==> src/rtl/cpu_ctrl_pkg.sv <==
// Shared definitions for the CPU control sequencer: control-word layout,
// FSM state encodings, instruction-class patterns and the fetch word.
package cpu_ctrl_pkg;

  localparam int unsigned CW_WIDTH = 100;

  // Control-word field bit positions, LSB first
  localparam int unsigned DA_LSB      = 0;
  localparam int unsigned DA_MSB      = 4;
  localparam int unsigned AA_LSB      = 5;
  localparam int unsigned AA_MSB      = 9;
  localparam int unsigned BA_LSB      = 10;
  localparam int unsigned BA_MSB      = 14;
  localparam int unsigned FS_LSB      = 15;
  localparam int unsigned FS_MSB      = 19;
  localparam int unsigned PS_LSB      = 20;
  localparam int unsigned PS_MSB      = 21;
  localparam int unsigned EN_STAT_BIT = 22;
  localparam int unsigned CS_BIT      = 23;
  localparam int unsigned O_EN_BIT    = 24;
  localparam int unsigned W_EN_BIT    = 25;
  localparam int unsigned PC_SEL_BIT  = 26;
  localparam int unsigned B_SEL_BIT   = 27;
  localparam int unsigned EN_PCA_BIT  = 28;
  localparam int unsigned EN_PC_BIT   = 29;
  localparam int unsigned EN_ADDR_BIT = 30;
  localparam int unsigned EN_B_BIT    = 31;
  localparam int unsigned EN_ALU_BIT  = 32;
  localparam int unsigned IL_BIT      = 33;
  localparam int unsigned WR_BIT      = 34;
  localparam int unsigned K_LSB       = 35;
  localparam int unsigned K_MSB       = 98;
  localparam int unsigned NSTATE_BIT  = 99;

  typedef logic [CW_WIDTH-1:0] cw_t;

  typedef enum logic [2:0] {
    ST_BOOT  = 3'd0,
    ST_FETCH = 3'd1,
    ST_EXEC1 = 3'd2,
    ST_EXEC2 = 3'd3,
    ST_HALT  = 3'd4
  } state_e;

  // Class patterns on instr[28:25]: a class matches when (cls & MASK) == VAL
  localparam logic [3:0] PAT_IMM_VAL  = 4'b1000;
  localparam logic [3:0] PAT_IMM_MASK = 4'b1110;
  localparam logic [3:0] PAT_BR_VAL   = 4'b1010;
  localparam logic [3:0] PAT_BR_MASK  = 4'b1110;
  localparam logic [3:0] PAT_DT_VAL   = 4'b0100;
  localparam logic [3:0] PAT_DT_MASK  = 4'b0101;
  localparam logic [3:0] PAT_REG_VAL  = 4'b0101;
  localparam logic [3:0] PAT_REG_MASK = 4'b0111;

  // Fetch cycle: only the instruction-register load is asserted
  localparam cw_t IL_ONLY = cw_t'(1) << IL_BIT;

  function automatic logic class_match(input logic [3:0] cls,
                                       input logic [3:0] val,
                                       input logic [3:0] mask);
    return (cls & mask) == val;
  endfunction

endpackage

==> src/rtl/cpu_class_select.sv <==
// Instruction-class decode: picks one of the four decoder control words
// from instr[28:25] and flags classes that match no pattern.
module cpu_class_select
  import cpu_ctrl_pkg::*;
(
  input  logic [3:0] cls_i,
  input  cw_t        cw_dt_i,
  input  cw_t        cw_imm_i,
  input  cw_t        cw_reg_i,
  input  cw_t        cw_br_i,
  output cw_t        cw_o,
  output logic       illegal_o
);

  // 4:1 word mux; the patterns are disjoint so the order is not significant
  always_comb begin
    cw_o      = '0;
    illegal_o = 1'b0;
    if (class_match(cls_i, PAT_IMM_VAL, PAT_IMM_MASK)) begin
      cw_o = cw_imm_i;
    end else if (class_match(cls_i, PAT_BR_VAL, PAT_BR_MASK)) begin
      cw_o = cw_br_i;
    end else if (class_match(cls_i, PAT_DT_VAL, PAT_DT_MASK)) begin
      cw_o = cw_dt_i;
    end else if (class_match(cls_i, PAT_REG_VAL, PAT_REG_MASK)) begin
      cw_o = cw_reg_i;
    end else begin
      illegal_o = 1'b1;
    end
  end

endmodule

==> src/rtl/cpu_control_sequencer.sv <==
// Multi-cycle CPU control sequencer: BOOT -> FETCH -> EXEC1 [-> EXEC2] -> FETCH,
// stalling on data-memory handshakes and counting retired instructions.
// Optional build macro STALL_TIMEOUT_EN bounds each stall to MEM_TIMEOUT
// cycles, halting with a sticky mem_fault when it expires.
module cpu_control_sequencer
  import cpu_ctrl_pkg::*;
#(
  parameter int unsigned MEM_TIMEOUT = 15
) (
  input  logic                clock,
  input  logic                reset_n,
  input  logic [31:0]         instr,
  input  logic [CW_WIDTH-1:0] cw_dt,
  input  logic [CW_WIDTH-1:0] cw_imm,
  input  logic [CW_WIDTH-1:0] cw_reg,
  input  logic [CW_WIDTH-1:0] cw_br,
  input  logic                mem_ready,
  output logic [CW_WIDTH-1:0] ctrl_word,
  output logic                exec_phase,
  output logic [2:0]          state,
  output logic                illegal,
  output logic [31:0]         instr_count,
  output logic                mem_fault
);

  state_e      state_q, state_d;
  logic [31:0] instr_count_q, instr_count_d;
  cw_t         sel_cw;
  logic        sel_illegal;
  logic        unused_instr_bits;

`ifdef STALL_TIMEOUT_EN
  localparam int unsigned WAIT_W = (MEM_TIMEOUT < 16) ? 4 : $clog2(MEM_TIMEOUT + 1);
  localparam logic [WAIT_W-1:0] WAIT_LAST = WAIT_W'(MEM_TIMEOUT - 1);

  logic [WAIT_W-1:0] wait_q, wait_d;
  logic              fault_q, fault_d;
`endif

  assign unused_instr_bits = ^{instr[31:29], instr[24:0]};

  cpu_class_select u_class_select (
    .cls_i     (instr[28:25]),
    .cw_dt_i   (cw_dt),
    .cw_imm_i  (cw_imm),
    .cw_reg_i  (cw_reg),
    .cw_br_i   (cw_br),
    .cw_o      (sel_cw),
    .illegal_o (sel_illegal)
  );

  // State and retirement counter, cleared asynchronously
  always_ff @(posedge clock or negedge reset_n) begin
    if (!reset_n) begin
      state_q       <= ST_BOOT;
      instr_count_q <= '0;
    end else begin
      state_q       <= state_d;
      instr_count_q <= instr_count_d;
    end
  end

`ifdef STALL_TIMEOUT_EN
  // Stall-cycle counter and sticky fault flag
  always_ff @(posedge clock or negedge reset_n) begin
    if (!reset_n) begin
      wait_q  <= '0;
      fault_q <= 1'b0;
    end else begin
      wait_q  <= wait_d;
      fault_q <= fault_d;
    end
  end
`endif

  // Next state, control-word shaping and stall masking
  always_comb begin
    state_d       = state_q;
    instr_count_d = instr_count_q;
    ctrl_word     = '0;
    illegal       = 1'b0;
`ifdef STALL_TIMEOUT_EN
    wait_d        = wait_q;
    fault_d       = fault_q;
`endif
    unique case (state_q)
      ST_BOOT: begin
        state_d = ST_FETCH;
      end
      ST_FETCH: begin
        ctrl_word = IL_ONLY;
        state_d   = ST_EXEC1;
      end
      ST_EXEC1, ST_EXEC2: begin
        if ((state_q == ST_EXEC1) && sel_illegal) begin
          // Illegal wins over any stall; the word stays zero this cycle
          illegal = 1'b1;
          state_d = ST_HALT;
        end else begin
          ctrl_word         = sel_cw;
          ctrl_word[IL_BIT] = 1'b0;
          if (sel_cw[CS_BIT] && !mem_ready) begin
            // Hold the state and suppress every architectural side effect
            ctrl_word[PS_MSB:PS_LSB] = '0;
            ctrl_word[EN_STAT_BIT]   = 1'b0;
            ctrl_word[W_EN_BIT]      = 1'b0;
            ctrl_word[WR_BIT]        = 1'b0;
`ifdef STALL_TIMEOUT_EN
            if (wait_q == WAIT_LAST) begin
              state_d = ST_HALT;
              fault_d = 1'b1;
            end else begin
              wait_d = wait_q + 1'b1;
            end
`endif
          end else if ((state_q == ST_EXEC1) && sel_cw[NSTATE_BIT]) begin
            state_d = ST_EXEC2;
          end else begin
            state_d       = ST_FETCH;
            instr_count_d = instr_count_q + 32'd1;
          end
        end
      end
      ST_HALT: begin
        state_d = ST_HALT;
      end
      default: begin
        state_d = ST_BOOT;
      end
    endcase
`ifdef STALL_TIMEOUT_EN
    if (state_d != state_q) begin
      wait_d = '0;
    end
`endif
  end

  assign state       = state_q;
  assign exec_phase  = (state_q == ST_EXEC2);
  assign instr_count = instr_count_q;

`ifdef STALL_TIMEOUT_EN
  assign mem_fault = fault_q;
`else
  // Stalls are unbounded in this build; MEM_TIMEOUT is accepted but inert.
  localparam bit TIMEOUT_CFG = (MEM_TIMEOUT != 0);
  assign mem_fault = 1'b0 & TIMEOUT_CFG;
`endif

endmodule

==> config.mk <==
export PLATFORM = sky130hd
export DESIGN_NAME = cpu_control_sequencer
export DESIGN_NICKNAME = d
export VERILOG_FILES = /design/src/rtl/cpu_ctrl_pkg.sv /design/src/rtl/cpu_class_select.sv /design/src/rtl/cpu_control_sequencer.sv
export SDC_FILE = /design/constraint.sdc
export NUM_CORES = 1
export LEC_CHECK = 0
export BUFFER_PORTS_ARGS = -buffer_cell sky130_fd_sc_hd__buf_2
export CAP_MARGIN = 25
export CORE_AREA = 10 10 212 214
export DETAILED_ROUTE_END_ITERATION = 16
export DIE_AREA = 0 0 222 224
export PLACE_DENSITY = 0.36
export RECOVER_POWER = 50
export SLEW_MARGIN = 10
export SYNTH_ARGS = -nofsm -noshare
export SYNTH_HDL_FRONTEND = slang
export SYNTH_SLANG_ARGS = --single-unit
==> constraint.sdc <==
create_clock -name clock -period 2.4 [get_ports clock]
set_clock_uncertainty 0.15 [all_clocks]
set_input_delay 0.12 -clock clock [delete_from_list [all_inputs] [get_ports clock]]
set_output_delay 0.12 -clock clock [all_outputs]
set_load 0.01 [all_outputs]
==> reports/qor.csv <==
metric,value,unit
synth_top_area_frac,0.1798,
finalWirelength,39.68,mm
synthFlopType,dfrtp_1,
synthArstFlopShare,1.000,
grt_use_total,0.1453,
ys_seq_area_frac,0.1798,
synth_cell_types,49,
syn_area,4872,sq um
final_cells,1707,
cts_sinks,35,
slew-limit-headroom,0.3799,
arrival,1940,ps
finalMaxSlewViolations,0,
final_common_cell,buf_2,
vias,7467,
post-route-util,0.2072,
crit_required,2130,ps
synth_edf_count,0,
core_region_area,40550,sq um
cellPowerDensity,482.1,nW/um^2
tns,0,ps
worstSetupPathType,reg -> out,
whs,192.6,ps
overflow,0,
first_pass_iters,10,
synthTopCellsByArea,"dfrtp_1 (18%), nor2_1 (13%), mux2i_1 (13%), a221oi_1 (11%), a222oi_1 (7.2%)",
drt_iter0_markers,589,
cp_max_fo,33,
area_delta_synth_final,72.47,%
leakage,4.232,nW
placed_cells,1686,
fp.dieArea,49730,sq um
cts_tree,done,
io_pins,573,
place_area,8337,sq um
critPathCaptureType,primary output,
die_h,224,um
cts_setup_buffers,0,
rows,74,
ys_ff_latch,35,
die_x,222,um
syn_inst,646,
yosys_warnings,0,
wl_per_cell,23.24,um
clock_latency,280,ps
clk_pin_slew,50,ps
grt_pass1_wl,54.61,mm
drv_cap,0,
finalPower,4.051,mW
pre_cts_ws,295.7,ps
cts_max_level,2,
start_util,0.1201,
min_period_over_period,0.9195,
hold_viol_final,0,
setup_viol,0,
numCtsBuffers,5,
synth.largest_area_cell,dfrtp_1,
reg2reg_depth,7,
hp-class,in -> reg,
clock_path_buffers,2,
final_cell_mix,"buf_2 (504), nor2_1 (165), mux2i_1 (62), a221oi_1 (61), nand2b_1 (41)",
crit_chain,nor2b_2 -> o31ai_4 -> buf_12 -> buf_12 -> nor3_1 -> buf_2,
drt-vias-per-instance,4.374,
hpwl,33.62,mm
timing.final.ws_setup,193.2,ps
syn_area_per_cell,7.542,sq um
ir_worst_vdd,286.3,uV
cpPeakStageDelay,480,ps
fin_crit,2207,ps
max_freq,0.4531,GHz
worst_pin_slew,930.2,ps
drt.antenna.violating_nets,0,
final_cell_area,8403,sq um
drive_gt1_frac,0.4806,
grt_pass1_vias,7591,
antenna_found_initial,37,
crit_top_cell,buf_12,
rsz0062_at_grt,no,
grt_max_degree,64,
cts.root.buffer_cell,clkbuf_16,
status,"complete, no violations",
fillCellCount,4757,
gp_congestion,0.8963,
hold-path-cell-count,5,
port_buffers,539,
synth_nets,1082,
drc_errors,0,
final_nets,1598,
cp_slowest_cell,dfrtp_1,
start_kind,flop,
## cell type report
cell class / count / area [sq um] / share of cell area
Multi-Input combinational cell: 542 / 3607 / 0.4293
Timing Repair Buffer: 577 / 3087 / 0.3673
Sequential cell: 35 / 875.8 / 0.1042
Tap cell: 532 / 665.6 / 0.07921
Clock buffer: 6 / 128.9 / 0.01534
Antenna cell: 14 / 35.03 / 0.004169
Inverter: 1 / 3.754 / 0.0004467
## registers in the layout, indices dropped and copies added, names as in the netlist
register     cells
instr_count     32
state            3
## cell usage after synthesis (all sizes together), types with 3 or more instances
cell    number
nor2       166
mux2i       62
a221oi      61
buf         45
nand2b      42
nor3        39
a222oi      35
dfrtp       35
xnor2       31
nand4       25
clkbuf      23
and3        12
and2        11
nand3       10
a21oi        9
nand2        6
nor2b        4
and4         3
nand3b       3
## logic make-up (layout without fill, tap and decap cells)
kind of cell    Yosys count  after routing  synth area share
simple gates            331            331            0.3493
compound gates          115            115            0.2108
buf+inv                  69            584           0.07139
mux                      63             63            0.1297
flops                    35             35            0.1798
xor+xnor                 31             31           0.05573
fa+ha+maj                 1              1          0.002568
other cells               1             15         0.0007697
## where the power goes
group | switching, mW | internal (mW) | total (mW) | leakage, nW
sequential | 0.0769 | 0.661 | 0.738 | 0.475
clock | 0.224 | 0.372 | 0.596 | 0.0629
combinational | 1.59 | 1.12 | 2.72 | 3.69
total | 1.89 | 2.16 | 4.05 | 4.23
## worst max-delay path, delay by kind of cell, from the launching register on
family          cells  cell delay [ps]
flops               1              480
simple gates        2              460
compound gates      1              150
buf+inv             3              540
## timing repair
action	CTS	global route
setup endpoints to repair	0	6
hold buffers	1	0
resized for setup	0	1
endpoints found under the hold margin	35	0
## path summary, 6_finish.rpt
| path | startpoint | endpoint | slack (ps) |
|---|---|---|---|
| hold / removal | mem_ready | state[1] | 190 |
| max in group asynchronous | reset_n | instr_count[6] | 1150 |
| hold reg to reg | instr_count[31] | instr_count[31] | 320 |
| min in group asynchronous | reset_n | instr_count[22] | 350 |
| setup / recovery | state[2] | ctrl_word[27] | 190 |
| setup reg to reg | state[1] | instr_count[29] | 320 |
## per-layer routing
layer  track usage  up-vias  share of wire
li1              -     3488              -
met1        0.1587     3478           0.37
met2        0.2581      398           0.51
met3       0.04636       83          0.082
met4       0.05464       20          0.034
met5             0        -         0.0029
Power figures use the tool's default switching activity.
